--- src/rtl/fetch_pkg.sv ---
// fetch_pkg: shared constants and entry type for the instruction-fetch stage
package fetch_pkg;
  localparam int XLEN = 32;
  localparam logic [31:0] NOP_INSTR = 32'h0000_0013;
  typedef struct packed {
    logic [XLEN-1:0] pc;
    logic [31:0]     instr;
  } fetch_entry_t;
endpackage

--- src/rtl/fetch_fifo.sv ---
// fetch_fifo: DEPTH-entry synchronous FIFO with flush and occupancy count
module fetch_fifo
  import fetch_pkg::*;
#(
  parameter int DEPTH = 4,
  parameter type entry_t = fetch_entry_t,
  localparam int AW = $clog2(DEPTH),
  localparam int CW = $clog2(DEPTH + 1)
) (
  input  logic          clk,
  input  logic          rst,
  input  logic          push_i,
  input  logic          pop_i,
  input  logic          flush_i,
  input  entry_t        din_i,
  output entry_t        dout_o,
  output logic [CW-1:0] count_o
);
  logic [AW-1:0] wr_q, wr_d, rd_q, rd_d;
  logic [CW-1:0] cnt_q, cnt_d;
  entry_t        mem_q [DEPTH];
  // pointer and count update; flush empties the queue in one cycle
  always_comb begin
    wr_d  = flush_i ? '0 : wr_q + AW'(push_i);
    rd_d  = flush_i ? '0 : rd_q + AW'(pop_i);
    cnt_d = flush_i ? '0 : cnt_q + CW'(push_i) - CW'(pop_i);
  end
  // state registers
  always_ff @(posedge clk) begin
    if (rst) begin
      wr_q  <= '0;
      rd_q  <= '0;
      cnt_q <= '0;
    end else begin
      wr_q  <= wr_d;
      rd_q  <= rd_d;
      cnt_q <= cnt_d;
    end
  end
  // storage write; contents need no reset since count gates visibility
  always_ff @(posedge clk) begin
    if (push_i && !flush_i) mem_q[wr_q] <= din_i;
  end
  assign dout_o  = mem_q[rd_q];
  assign count_o = cnt_q;
endmodule

--- src/rtl/fetch_queue_stage.sv ---
// fetch_queue_stage: fetch PC, credit-limited imem requests, redirect squash and decode queue
module fetch_queue_stage #(
  parameter int              XLEN     = 32,
  parameter int              DEPTH    = 4,
  parameter logic [XLEN-1:0] RESET_PC = '0
) (
  input  logic            clk,
  input  logic            rst,
  input  logic            redirect,
  input  logic [XLEN-1:0] pc_target,
  output logic            imem_req,
  output logic [XLEN-1:0] imem_addr,
  input  logic            imem_ready,
  input  logic            imem_rvalid,
  input  logic [31:0]     imem_rdata,
  output logic            instr_valid,
  input  logic            instr_ready,
  output logic [31:0]     instr,
  output logic [XLEN-1:0] pc,
  output logic [XLEN-1:0] pc_plus4
);
  import fetch_pkg::*;
  localparam int CW = $clog2(DEPTH + 1);
  localparam logic [CW:0] CAP = (CW + 1)'(DEPTH);
  typedef struct packed {
    logic [XLEN-1:0] pc;
    logic [31:0]     instr;
  } fetch_ent_t;
  logic [XLEN-1:0] fetch_pc_q, fetch_pc_d, resp_pc_q, resp_pc_d, tgt;
  logic [CW-1:0]   inflight_q, inflight_d, drop_q, drop_d, count;
  logic            accept, resp_drop, enq, deq;
  fetch_ent_t      head, din;
  logic            unused;
  assign unused    = ^pc_target[1:0];
  assign tgt       = {pc_target[XLEN-1:2], 2'b00};
  assign imem_req  = !redirect && (({1'b0, count} + {1'b0, inflight_q}) < CAP);
  assign imem_addr = fetch_pc_q;
  assign accept    = imem_req && imem_ready;
  assign resp_drop = imem_rvalid && (drop_q != '0);
  assign enq       = imem_rvalid && !resp_drop && !redirect;
  assign deq       = instr_valid && instr_ready && !redirect;
  assign din       = '{pc: resp_pc_q, instr: imem_rdata};
  assign instr_valid = count != '0;
  assign instr     = instr_valid ? head.instr : NOP_INSTR;
  assign pc        = instr_valid ? head.pc : '0;
  assign pc_plus4  = instr_valid ? head.pc + XLEN'(4) : '0;
  // next state: redirect reloads both PCs and turns every outstanding response into a drop
  always_comb begin
    fetch_pc_d = redirect ? tgt : accept ? fetch_pc_q + XLEN'(4) : fetch_pc_q;
    resp_pc_d  = redirect ? tgt : enq ? resp_pc_q + XLEN'(4) : resp_pc_q;
    inflight_d = inflight_q + CW'(accept) - CW'(imem_rvalid);
    drop_d     = redirect ? inflight_q - CW'(imem_rvalid) : drop_q - CW'(resp_drop);
  end
  // state registers
  always_ff @(posedge clk) begin
    if (rst) begin
      fetch_pc_q <= RESET_PC;
      resp_pc_q  <= RESET_PC;
      inflight_q <= '0;
      drop_q     <= '0;
    end else begin
      fetch_pc_q <= fetch_pc_d;
      resp_pc_q  <= resp_pc_d;
      inflight_q <= inflight_d;
      drop_q     <= drop_d;
    end
  end
  fetch_fifo #(.DEPTH(DEPTH), .entry_t(fetch_ent_t)) u_fifo (
    .clk     (clk),
    .rst     (rst),
    .push_i  (enq),
    .pop_i   (deq),
    .flush_i (redirect),
    .din_i   (din),
    .dout_o  (head),
    .count_o (count)
  );
endmodule

--- config.mk ---
export PLATFORM = sky130hd
export DESIGN_NAME = fetch_queue_stage
export DESIGN_NICKNAME = d
export VERILOG_FILES = /design/src/rtl/fetch_pkg.sv /design/src/rtl/fetch_fifo.sv /design/src/rtl/fetch_queue_stage.sv
export SDC_FILE = /design/constraint.sdc
export NUM_CORES = 1
export LEC_CHECK = 0
export ABC_AREA = 1
export BUFFER_PORTS_ARGS = -buffer_cell sky130_fd_sc_hd__buf_4
export CELL_PAD_IN_SITES_DETAIL_PLACEMENT = 0
export CELL_PAD_IN_SITES_GLOBAL_PLACEMENT = 1
export CORE_MARGIN = 10
export CORE_UTILIZATION = 35
export CTS_BUF_LIST = sky130_fd_sc_hd__clkbuf_2
export DETAILED_ROUTE_END_ITERATION = 16
export PLACE_DENSITY_LB_ADDON = 0.08
export SLEW_MARGIN = 20
export SYNTH_ARGS = -nofsm -noshare
export SYNTH_HDL_FRONTEND = slang
export SYNTH_SLANG_ARGS = --single-unit
--- constraint.sdc ---
create_clock -name clk -period 15.2 [get_ports clk]
set_clock_uncertainty 0.1 [all_clocks]
set_input_delay 2.28 -clock clk [delete_from_list [all_inputs] [get_ports clk]]
set_output_delay 2.28 -clock clk [all_outputs]
set_load 0.02 [all_outputs]
======== Word-level counts from Yosys, hierarchy flattened ========
Memory sizes are Yosys's and may differ from the RTL's. A register that Yosys moved wholly into a read port is not among the register bits.
Cells that the tools add are included.
operators by class
  add/sub/neg operators ................... 12
  magnitude comparators ................... 1
  mux-type cells .......................... 11
  reduce and logical (&&, ||, !) cells .... 15
operator list
  kind                     count
  $mux W32                 7
  $add A32 B3 Y32 const B  3
  $sub A3 B1 Y3            4
  $logic_and A1 B1 Y1      8
  $add A3 B1 Y3            2
  $reduce_bool A3 Y1       2
  $add A2 B1 Y2            2
  $add A3 B3 Y4            1
  $lt A4 B3 Y1 const B     1
  $reduce_bool A2 Y1       2
  $mux W3                  1
  $logic_not A1 Y1         2
  $mux W1                  2
  $mux W2                  1
  $reduce_or A2 Y1         1
storage, ports and cells
  flip-flop bits (word level) ............. 77
  memory bits (writable) .................. 256
  input port bits ......................... 70
  output and inout bits ................... 130
  memories ................................ 1
memories
  memory        depth  bits a word  rd ports  clocked after Yosys merged registers in  write ports  line              RTL
  u_fifo.mem_q  4      64           1         1                                        1            fetch_fifo.sv:21  entry_t mem_q [DEPTH];

======== Logic depth before layout (Yosys ltp) ========
  depth after elaboration ................. 8
  gate-level depth with buffers ........... 16
  mapped depth without buffers ............ 14

======== Hierarchy ========
From an unflattened synthesis, not the netlist that was laid out.
unflattened totals
  cell total of the unflattened synthesis .. 1807
  area, all modules ....................... 16121.7 µm²
by module, submodules not included
  module             times used  cells each  area each (µm²)  sequential area each (µm²)
  fetch_fifo         1           790         10329.9          7827.5
  fetch_queue_stage  1           1017        5791.8           1321.3

======== Worst setup path after synthesis ========
Ideal clock, no wire load.
  path kind ............................... in2reg
  start point ............................. in imem_rvalid
  end point ............................... mem u_fifo.mem_q[0][0] (netlist name) (enable)
  library setup time ...................... 559 ps
  data arrival time ....................... 7182 ps
  data required time ...................... 14541 ps
  setup slack ............................. 7359 ps
  cell stages on the path ................. 4
  cell sequence ........................... nand4_1 > nor2_1 > inv_1 > nor3_1
between the ends
  longest elaborated chain between the ends .. 7
ends and longest elaborated chain
  element                             line                     RTL
  from (decl)                         fetch_queue_stage.sv:14  input logic imem_rvalid,
  $logic_and A1 B1 Y1                 fetch_queue_stage.sv:39  assign resp_drop = imem_rvalid && (drop_q != '0);
  $logic_not A1 Y1                    fetch_queue_stage.sv:40  assign enq = imem_rvalid && !resp_drop && !redirect;
  $logic_and A1 B1 Y1 * (2 in a row)  fetch_queue_stage.sv:40
  $logic_and A1 B1 Y1 *               fetch_fifo.sv:42         if (push_i && !flush_i) mem_q[wr_q] <= din_i;
  $mux W1 *                           fetch_fifo.sv:42
  $mux W1 (not written as such) *     fetch_fifo.sv:42
  to (decl)                           fetch_fifo.sv:21
Mark *: on every way between the ends. The rest lies on a longest branch, timed or not.

==> metrics.txt <==
result of the run completed; number of synthesized flops with an enable pin between 200 and 250; multiplexer share of the synthesized area 0; ratio of routed vias to standard cells 4.69; via count of the first global-routing pass 12500; Final nets between 2000 and 2500; worst IR drop on VDD 0.0000431 V; cell area after layout 18500 um^2; minimum clock period about 6800 ps; reg-to-reg critical path endpoint imem_addr[17]; share of final-layout standard cells stronger than drive strength 1 0.181; top fanout value on the critical path 73; overall global routing resource usage 0.168; via count around 13000; data required time at the worst endpoint 12820 ps; CTS Buf Count 86; library cell with the largest summed area after synthesis sky130_fd_sc_hd__edfxtp_1; top flip-flop cell by instance count after synthesis sky130_fd_sc_hd__edfxtp_1; cell depth of the worst hold path 1; cell class contributing the biggest share of worst-path delay simple AND/OR/NAND/NOR gates; I/O Pins 200; Static Leak 7.57 nW; Post-CTS Resized 0; combinational family with the most area after synthesis simple AND/OR/NAND/NOR gates; Seq pwr share 0.551; final cycle utilization of the critical path 0.447; count of buffers inserted at the top-level ports 191; Max Slew Vio Count 0; Syn. warnings 0; Tightest Hold Check Type reg2reg; Cell Int Power 1.29 mW; Critical R2R Launch u_fifo.count_o[2]; critical path endpoint category output pin; cells along the critical path buf_4 -> nand2_1 -> nand2_1 -> nand2_1 -> nand2_1 -> ha_1 -> nand3_1 -> nor2_4 -> nand2_2 -> nor2_2 -> o21ai_0 -> a21oi_1 -> buf_4; CTS hold repair buffers 0; TNS Setup 0 ps; path type of the worst setup path reg2out; number of instances in the synthesized netlist approximately 1900; row count between 70 and 80; slew of the pin with the lowest slew margin 936 ps; endpoint arrival time on the critical path 4410 ps; unrepaired setup endpoints after global routing false; netlist area before placement 15900 um^2; FFs w/ async S/R, synth 0; switching share of power 0.295; switching power total 0.540 mW; proportion of synthesized chip area in sequential cells 0.562; leftover overflow at the end of global routing 0; final wirelength 46600 um; instance area at placement about 18000 um^2; initial core utilization 0.356; number of maximum-capacitance constraint violations 0; Clock transition at path regs 100 ps; count of final setup violators 0; synthesized-area fraction occupied by xor and xnor cells 0.0171; Relative slew margins 0.375; detailed-routing iteration count for the pre-antenna-repair pass 5; proportion of power drawn by the clock network 0.324; initial antenna violation count 1; clock root buffer sky130_fd_sc_hd__clkbuf_2; Die ar. 54200 um^2; Die X-Extent approximately 230 um; maximum level of the CTS H-tree 3; setup bufs post-CTS 0; final count of hold timing violations 0; Max Clock Freq 147 MHz; routability congestion estimate from global placement 0.795; endpoint with the worst hold slack inflight_q[2]; most area-consuming cells after synthesis sky130_fd_sc_hd__edfxtp_1 47%, sky130_fd_sc_hd__nand2_1 12%, sky130_fd_sc_hd__dfxtp_1 9.2%; leading cell types by count after synthesis 515 x sky130_fd_sc_hd__nand2_1, 309 x sky130_fd_sc_hd__nor2_1, 248 x sky130_fd_sc_hd__edfxtp_1; post-route ant nets 0; post-synthesis cell type count 43; post-synthesis area per instance 8.56 um^2; core box area 44500 um^2; wire length of the first global-routing pass 70800 um; most frequently used cell type in the post-synthesis netlist sky130_fd_sc_hd__nand2_1; TritonCTS clock tree done; cell area power density 99.0 nW/um^2; FF+latch count, synth about 320; number of cells on the worst reg-to-reg path 9; post-synthesis compound-gate area fraction 0.0848; HPWL after DPL 31600 um; power share of the combinational group 0.125; Die Y 233 um; share of synthesized cell area in full adder, half adder and majority cells 0.0144; number of sinks on the clock net approximately 320; largest net degree at the start of global routing 132; number of DRC violations after detailed-routing iteration 0 687; slowest CP cell sky130_fd_sc_hd__dfxtp_4; Yosys top cell area share 0.470; Area growth, synth to finish 16.7%; post-detailed-route wirelength per cell 17.1 um; remaining design rule violation count 0; Setup crit start kind register; buffer and inverter count on the worst path 2; startpoint of the lowest-slack hold path inflight_q[1]; final-layout fill cell count 4566; area fraction in and, or, nand and nor cells after synthesis 0.259; Worst-Skew Late Latency 910 ps; CTS Buffer Depth 3; worst-case register-to-register setup slack 12230 ps; critical path's most frequent cell sky130_fd_sc_hd__nand2_1; Slowest Stage Delay on Critical Path 840 ps
## final cells by class
cell class / instances / area (um^2) / area share
repair buffers: 204 / 1530 / 0.0828
inverters: 139 / 529 / 0.0286
multi-input cells: 1316 / 6000 / 0.324
diodes: 1 / 2.50 / 0.000135
flip-flops and latches: 321 / 8910 / 0.482
clock inverters: 35 / 179 / 0.00967
well taps: 592 / 741 / 0.0400
clock buffers: 121 / 606 / 0.0327
## metal layers
metal / GRT usage / part of all wire
met1: 0.216 / 0.46
met2: 0.276 / 0.47
met3: 0.0378 / 0.056
met4: 0.0564 / 0.017
met5: 0 / 0
## how the worst max path moves through the flow
stage,startpoint,end,slack (ps),depth (start not counted)
after floorplan,imem_rvalid,u_fifo.mem_q[0][0],7360,4
after global placement,u_fifo.rd_q[0],pc_plus4[12],9320,13
after detailed placement,u_fifo.rd_q[0],pc_plus4[24],9330,15
after CTS,u_fifo.rd_q[0],pc_plus4[24],8190,15
after global routing,u_fifo.rd_q[0],pc_plus4[28],7880,15
final,u_fifo.rd_q[0],pc_plus4[12],8410,13
## metrics by stage
stage	utilization	setup slack [ps]	power, mW	instances	hold slack [ps]
after global routing	0.416	7880	1.95	2729	460
after detailed placement	0.398	9330	1.26	2572	423
final	0.416	8410	1.83	2729	424
after CTS	0.416	8190	1.87	2728	431
after floorplan	-	7360	1.16	1857	381
after global placement	0.398	9320	1.26	2572	408
## layout by cell type (no fill, tap or decap), types with 4 or more instances in the layout
cell type	instances
sky130_fd_sc_hd__dfxtp_1	71
sky130_fd_sc_hd__nand4_1	10
sky130_fd_sc_hd__inv_1	135
sky130_fd_sc_hd__edfxtp_1	248
sky130_fd_sc_hd__xor2_1	20
sky130_fd_sc_hd__nor2_4	5
sky130_fd_sc_hd__conb_1	6
sky130_fd_sc_hd__a31oi_1	22
sky130_fd_sc_hd__nand2_2	18
sky130_fd_sc_hd__inv_2	5
sky130_fd_sc_hd__nand2_1	515
sky130_fd_sc_hd__clkinv_1	21
sky130_fd_sc_hd__nand3_1	110
sky130_fd_sc_hd__ha_1	15
sky130_fd_sc_hd__o21ai_0	121
sky130_fd_sc_hd__nor2_2	8
sky130_fd_sc_hd__buf_4	204
sky130_fd_sc_hd__nor2_1	309
sky130_fd_sc_hd__nor3_2	4
sky130_fd_sc_hd__clkbuf_2	121
sky130_fd_sc_hd__o211ai_1	5
sky130_fd_sc_hd__clkinv_2	9
sky130_fd_sc_hd__nor3_1	17
sky130_fd_sc_hd__a21oi_1	97
sky130_fd_sc_hd__xnor2_1	11
## kinds of logic (layout without fill, tap and decap cells)
group / after synthesis / after routing
other: 1 / 7
DFF: 321 / 321
adders and majority gates: 17 / 17
AOI/OAI and AO/OA: 255 / 255
buffers and inverters: 220 / 499
and+or+nand+nor: 1007 / 1007
xor gates and xnor gates: 31 / 31
## worst reg2reg max path, cell delays in order (launching register included)
cell	delay (ps)
sky130_fd_sc_hd__dfxtp_1	430
sky130_fd_sc_hd__ha_1	260
sky130_fd_sc_hd__nor2_1	90
sky130_fd_sc_hd__nand2_1	60
sky130_fd_sc_hd__nor2_1	190
sky130_fd_sc_hd__nand2_1	310
sky130_fd_sc_hd__nand2_1	580
sky130_fd_sc_hd__clkinv_1	540
sky130_fd_sc_hd__nand2_1	180
sky130_fd_sc_hd__a31oi_1	100
## flip-flops by register name, indices dropped and copies added, names as in the netlist
name	cells
u_fifo.rd_q	2
u_fifo.wr_q	2
u_fifo.count_o	3
drop_q	3
u_fifo.mem_q	248
resp_pc_q	30
inflight_q	3
imem_addr	30
## power by group through the flow
stage                     registers, mW  clock network [mW]  logic, mW
final                              1.01               0.593      0.230
after CTS                          1.01               0.628      0.234
after floorplan                    1.03                   0      0.136
after global routing               1.01               0.675      0.259
after global placement             1.03                   0      0.231
after detailed placement           1.03                   0      0.233
No activity file was read; power rests on OpenSTA's default activity.
